[src/rtl/mc_controller.sv]
// Multicycle control FSM for an RV32I subset (lw, sw, R-type, I-type ALU, beq, jal)
// driving a shared-memory, single-ALU datapath with a MemReady memory handshake.
module mc_controller #(
    parameter int STATE_W = 4
) (
    input  logic               clk,
    input  logic               resetn,
    input  logic [6:0]         op,
    input  logic               Zero,
    input  logic               MemReady,
    output logic               PCWrite,
    output logic               AdrSrc,
    output logic               MemRead,
    output logic               MemWrite,
    output logic               IRWrite,
    output logic [1:0]         ResultSrc,
    output logic [1:0]         ALUSrcA,
    output logic [1:0]         ALUSrcB,
    output logic [1:0]         ALUOp,
    output logic [2:0]         ImmSrc,
    output logic               RegWrite,
    output logic               Retire,
    output logic               IllegalInstr,
    output logic [STATE_W-1:0] StateDbg
);

    localparam logic [6:0] OP_LW   = 7'b0000011;
    localparam logic [6:0] OP_SW   = 7'b0100011;
    localparam logic [6:0] OP_R    = 7'b0110011;
    localparam logic [6:0] OP_I    = 7'b0010011;
    localparam logic [6:0] OP_BEQ  = 7'b1100011;
    localparam logic [6:0] OP_JAL  = 7'b1101111;

    typedef enum logic [3:0] {
        S_FETCH    = 4'd0,
        S_DECODE   = 4'd1,
        S_MEMADR   = 4'd2,
        S_MEMREAD  = 4'd3,
        S_MEMWB    = 4'd4,
        S_MEMWRITE = 4'd5,
        S_EXECR    = 4'd6,
        S_EXECI    = 4'd7,
        S_ALUWB    = 4'd8,
        S_BEQ      = 4'd9,
        S_JAL      = 4'd10,
        S_TRAP     = 4'd11
    } state_t;

    state_t      state_q, state_d;
    logic        pc_update_s, branch_s;
    logic        adr_src_s, mem_read_s, mem_write_s, ir_write_s;
    logic        reg_write_s, retire_s, illegal_s;
    logic [1:0]  result_src_s, alu_src_a_s, alu_src_b_s, alu_op_s;

    function automatic logic [2:0] imm_sel(input logic [6:0] opc);
        logic [2:0] sel;
        case (opc)
            OP_SW:   sel = 3'b001;
            OP_BEQ:  sel = 3'b010;
            OP_JAL:  sel = 3'b011;
            default: sel = 3'b000;
        endcase
        return sel;
    endfunction

    // State register; reset parks the machine in FETCH.
    always_ff @(posedge clk or negedge resetn) begin
        if (!resetn) begin
            state_q <= S_FETCH;
        end else begin
            state_q <= state_d;
        end
    end

    // Next-state decode and per-state control outputs.
    always_comb begin
        state_d      = state_q;
        pc_update_s  = 1'b0;
        branch_s     = 1'b0;
        adr_src_s    = 1'b0;
        mem_read_s   = 1'b0;
        mem_write_s  = 1'b0;
        ir_write_s   = 1'b0;
        reg_write_s  = 1'b0;
        retire_s     = 1'b0;
        illegal_s    = 1'b0;
        result_src_s = 2'b00;
        alu_src_a_s  = 2'b00;
        alu_src_b_s  = 2'b00;
        alu_op_s     = 2'b00;
        case (state_q)
            S_FETCH: begin
                mem_read_s   = 1'b1;
                alu_src_b_s  = 2'b10;
                result_src_s = 2'b10;
                ir_write_s   = MemReady;
                pc_update_s  = MemReady;
                if (MemReady) begin
                    state_d = S_DECODE;
                end else begin
                    state_d = S_FETCH;
                end
            end
            S_DECODE: begin
                alu_src_a_s = 2'b01;
                alu_src_b_s = 2'b01;
                case (op)
                    OP_LW, OP_SW: state_d = S_MEMADR;
                    OP_R:         state_d = S_EXECR;
                    OP_I:         state_d = S_EXECI;
                    OP_BEQ:       state_d = S_BEQ;
                    OP_JAL:       state_d = S_JAL;
                    default:      state_d = S_TRAP;
                endcase
            end
            S_MEMADR: begin
                alu_src_a_s = 2'b10;
                alu_src_b_s = 2'b01;
                if (op == OP_LW) begin
                    state_d = S_MEMREAD;
                end else begin
                    state_d = S_MEMWRITE;
                end
            end
            S_MEMREAD: begin
                adr_src_s  = 1'b1;
                mem_read_s = 1'b1;
                if (MemReady) begin
                    state_d = S_MEMWB;
                end else begin
                    state_d = S_MEMREAD;
                end
            end
            S_MEMWB: begin
                result_src_s = 2'b01;
                reg_write_s  = 1'b1;
                retire_s     = 1'b1;
                state_d      = S_FETCH;
            end
            S_MEMWRITE: begin
                adr_src_s   = 1'b1;
                mem_write_s = 1'b1;
                retire_s    = MemReady;
                if (MemReady) begin
                    state_d = S_FETCH;
                end else begin
                    state_d = S_MEMWRITE;
                end
            end
            S_EXECR: begin
                alu_src_a_s = 2'b10;
                alu_op_s    = 2'b10;
                state_d     = S_ALUWB;
            end
            S_EXECI: begin
                alu_src_a_s = 2'b10;
                alu_src_b_s = 2'b01;
                alu_op_s    = 2'b10;
                state_d     = S_ALUWB;
            end
            S_ALUWB: begin
                reg_write_s = 1'b1;
                retire_s    = 1'b1;
                state_d     = S_FETCH;
            end
            S_BEQ: begin
                alu_src_a_s = 2'b10;
                alu_op_s    = 2'b01;
                branch_s    = 1'b1;
                retire_s    = 1'b1;
                state_d     = S_FETCH;
            end
            S_JAL: begin
                // PC takes the target computed in DECODE; ALUWB then writes OldPC+4.
                alu_src_a_s = 2'b01;
                alu_src_b_s = 2'b10;
                pc_update_s = 1'b1;
                state_d     = S_ALUWB;
            end
            S_TRAP: begin
                illegal_s = 1'b1;
                state_d   = S_TRAP;
            end
            default: begin
                state_d = S_FETCH;
            end
        endcase
    end

    // Every output is forced low while reset is held, so an abort is immediate.
    assign PCWrite      = resetn & (pc_update_s | (branch_s & Zero));
    assign AdrSrc       = resetn & adr_src_s;
    assign MemRead      = resetn & mem_read_s;
    assign MemWrite     = resetn & mem_write_s;
    assign IRWrite      = resetn & ir_write_s;
    assign RegWrite     = resetn & reg_write_s;
    assign Retire       = resetn & retire_s;
    assign IllegalInstr = resetn & illegal_s;
    assign ResultSrc    = resetn ? result_src_s : 2'b00;
    assign ALUSrcA      = resetn ? alu_src_a_s  : 2'b00;
    assign ALUSrcB      = resetn ? alu_src_b_s  : 2'b00;
    assign ALUOp        = resetn ? alu_op_s     : 2'b00;
    assign ImmSrc       = resetn ? imm_sel(op)  : 3'b000;
    assign StateDbg     = resetn ? STATE_W'(state_q) : {STATE_W{1'b0}};

endmodule

[config.mk]
export PLATFORM = sky130hd
export DESIGN_NAME = mc_controller
export DESIGN_NICKNAME = d
export VERILOG_FILES = /design/src/rtl/mc_controller.sv
export SDC_FILE = /design/constraint.sdc
export NUM_CORES = 1
export LEC_CHECK = 0
export BUFFER_PORTS_ARGS = -buffer_cell sky130_fd_sc_hd__buf_2
export CELL_PAD_IN_SITES_DETAIL_PLACEMENT = 1
export CELL_PAD_IN_SITES_GLOBAL_PLACEMENT = 2
export CORE_MARGIN = 10
export CORE_UTILIZATION = 22
export DETAILED_ROUTE_END_ITERATION = 16
export HOLD_SLACK_MARGIN = 0.03
export MAX_ROUTING_LAYER = met4
export PLACE_DENSITY_LB_ADDON = 0.08
export SKIP_CTS_REPAIR_TIMING = 1
export SYNTH_ARGS = -nofsm -noshare
export SYNTH_HDL_FRONTEND = slang
export SYNTH_SLANG_ARGS = --single-unit
[constraint.sdc]
create_clock -name clk -period 1.8 [get_ports clk]
set_clock_uncertainty 0.1 [all_clocks]
set_input_delay 0.09 -clock clk [delete_from_list [all_inputs] [get_ports clk]]
set_output_delay 0.09 -clock clk [all_outputs]
set_load 0.03 [all_outputs]
==> summary.log <==
INFO  timing         setup_viol_count_final=0
INFO  yosys          yosysSeqAreaShare=15.63%
INFO  global_route   grt_antenna_before_repair=0
INFO  layout         fill_count=375
INFO  floorplanning  die_span_y=73.96um
INFO  global_route   largest_net_degree_at_the_start_of_global_routing=14
INFO  timing         fmax=581.1MHz
INFO  routing        routed_wire_length_per_instance=15.53um
INFO  routing        antenna_left=0
INFO  yosys          synth-edff-count=0
INFO  pwr            irDropWorstVdd=0.6243mV
INFO  timing         min_period=1.721ns
INFO  routing        drt_iter0_markers=34
INFO  yosys          yosysWarningCount=0
INFO  layout         fraction_of_final_layout_cells_with_drive_strength_greater_than_1=43.18%
INFO  global_route   track_usage=9.431%
INFO  placed_design  placement.setup.worst_slack=0.1316ns
INFO  clock_tree     worst_setup_hold_path_clk_slew=0.04ns
INFO  timing         final.setup.worst_slack=0.07909ns
INFO  layout         post-route-cell-area=972.2um^2
INFO  yosys          async_reset_ff_share=100.0%
INFO  layout         layout_stage_area_growth_over_the_synthesis_result=51.76%
INFO  layout         layout_common_cells=sky130_fd_sc_hd__buf_2, sky130_fd_sc_hd__nand2_1, sky130_fd_sc_hd__buf_4
INFO  clock_tree     clock-sinks=4
INFO  critical_path  arrival=1.53ns
INFO  global_route   grt_pass1_wl=4.008mm
INFO  floorplanning  die-area=5470um^2
INFO  routing        drt_pre_antenna_iters=3
INFO  floorplanning  core_region_area=2781um^2
INFO  placed_design  detailed_placer_s_ending_hpwl=2.044mm
INFO  pwr            p_leak=0.0004517uW
INFO  worst_hold_path kind_of_path_behind_the_tightest_hold_check=in -> reg
INFO  routing        via_per_inst=5.012
INFO  layout         finalNetCount=145
INFO  placed_design  place_area=874.6um^2
INFO  clock_tree     clock_network_latency_to_the_later_pin_of_the_worst_skew_pair=0.23ns
INFO  yosys          synthesis.area_per_instance=6.888um^2
INFO  job            drv.max_cap_violation_count=0
INFO  placed_design  finalWeightedCongestion=0.7502
INFO  layout         largest_reg_flops=4
INFO  timing         finalHoldViolations=0
INFO  floorplanning  floorplan.die.width=73.96um
INFO  layout         diodes=0
INFO  timing         layout_worst_path_cycle_share=95.61%
INFO  critical_path  worst_path_required_time=1.61ns
INFO  floorplanning  floorplan.rows=19
INFO  global_route   first_global_vias=844
INFO  clock_tree     tritoncts=yes
INFO  timing         rsz0062_at_grt=true
INFO  yosys          synth_ff_type=sky130_fd_sc_hd__dfrtp_1
INFO  yosys          mappedNetlistArea=640.6um^2
INFO  timing         worst_hold_slack=0.1039ns
INFO  routing        post-route-drc-count=0
INFO  clock_tree     clock_tree.htree_level_count=1
INFO  routing        dr_total_vias=817
INFO  layout         reg.largest.list=state_q x4
INFO  yosys          netlist.top_cell.by_area=sky130_fd_sc_hd__dfrtp_1
INFO  layout         top_register=state_q
INFO  yosys          synth.top_cells.by_area=sky130_fd_sc_hd__dfrtp_1, sky130_fd_sc_hd__nor2b_1, sky130_fd_sc_hd__nand2b_1
INFO  routing        routed_wirelength=2.532mm
INFO  yosys          ys_seq_elements=4
INFO  floorplanning  design.portCount=34
INFO  clock_tree     cts-buffers-inserted=3
INFO  clock_tree     cts-root-to-sink-buffers=2
INFO  global_route   grt_remaining_overflow=0
INFO  layout         mostFrequentLayoutCell=sky130_fd_sc_hd__buf_2
INFO  timing         timing_max_transition_violations_final=0
INFO  pwr            powerDensity=1605nW/um^2
INFO  placed_design  placement.io_buffers=32
INFO  status         outcome=finished clean
INFO  critical_path  worstSetupStartpointType=flip-flop
INFO  critical_path  timing.setup.critical_path_class=reg -> out
INFO  critical_path  path_max_fanout=12
INFO  floorplanning  starting_utilization_of_the_core_area=23.03%
INFO  yosys          synthesis.instances=93
INFO  critical_path  endpoint_kind=output port
INFO  yosys          netlist-cell-type-count=41
INFO  yosys          synth.net_count=104
INFO  yosys          post-synth-top-area-fraction=15.63%
INFO  clock_tree     cts_root_buffer=sky130_fd_sc_hd__clkbuf_4
[critical path, cell delays in order (launching register included)]
cell and delay, ns:
sky130_fd_sc_hd__dfrtp_2 0.46, sky130_fd_sc_hd__or3_4 0.44, sky130_fd_sc_hd__o22ai_1 0.17, sky130_fd_sc_hd__buf_2 0.22
[layer usage]
metal | track usage [%] | vias up | routed length, um
met4 | 4.348 | 0 | 21
met3 | 2.394 | 2 | 118
li1 | - | 409 | -
met1 | 10.50 | 388 | 1112
met2 | 15.44 | 18 | 1280
met5 | - | - | 0
[cell type report]
type                    count  area, um^2  area share [%]
multi-input cells          80       548.0           56.37
repair buffers             42       249.0           25.61
flip-flops and latches      4       102.6           10.55
well taps                  31       38.79           3.990
clock buffers               3       22.52           2.317
inverters                   3       11.26           1.158
[cells in the mapped netlist, types with 2 or more instances]
cell and count:
sky130_fd_sc_hd__or3_1 3, sky130_fd_sc_hd__xor2_1 2, sky130_fd_sc_hd__nor3_1 6, sky130_fd_sc_hd__clkbuf_1 3
sky130_fd_sc_hd__nand2b_1 6, sky130_fd_sc_hd__inv_1 3, sky130_fd_sc_hd__dfrtp_1 4, sky130_fd_sc_hd__nand2_1 8
sky130_fd_sc_hd__a21oi_1 5, sky130_fd_sc_hd__nor2_1 5, sky130_fd_sc_hd__and2_1 5, sky130_fd_sc_hd__o21ai_0 3
sky130_fd_sc_hd__nor2b_1 8, sky130_fd_sc_hd__nor3b_1 5
[kinds of logic after synthesis]
group / share of synthesized area, %
simple gates: 53.33
flops: 15.63
other cells: 0.5854
mux: 1.563
buf+inv: 6.054
xor+xnor: 4.102
compound gates: 18.75
[power breakdown]
part | switching, uW | internal [uW] | total (uW) | leakage, uW
combinational | 723 | 500 | 1220 | 0.000390
sequential | 88.6 | 138 | 227 | 0.0000484
clock | 35.9 | 74.5 | 110 | 0.0000138
total | 848 | 712 | 1560 | 0.000452
[metrics by stage]
stage / power, uW / util (%) / cells / TNS [ns]
floorplan: 997.3 / - / 93 / 0
global placement: 1345 / 31.44 / 157 / 0
detailed placement: 1351 / 31.44 / 157 / 0
CTS: 1471 / 32.25 / 160 / -0.1401
global route: 1718 / 34.95 / 163 / -0.01439
finish: 1560 / 34.95 / 163 / 0
[final timing paths]
kind                                  from    endpoint  slack (ns)  cells after the start
min in group asynchronous           resetn  state_q[1]        0.21                      3
worst min-delay path                 op[2]  state_q[1]        0.10                      3
worst max-delay path            state_q[1]     PCWrite        0.08                      3
worst max register to register  state_q[3]  state_q[2]        0.16                      3
worst min register to register  state_q[2]  state_q[1]        0.64                      3
max in group asynchronous           resetn  state_q[0]        1.25                      3
No activity file was read; power rests on OpenSTA's default activity.
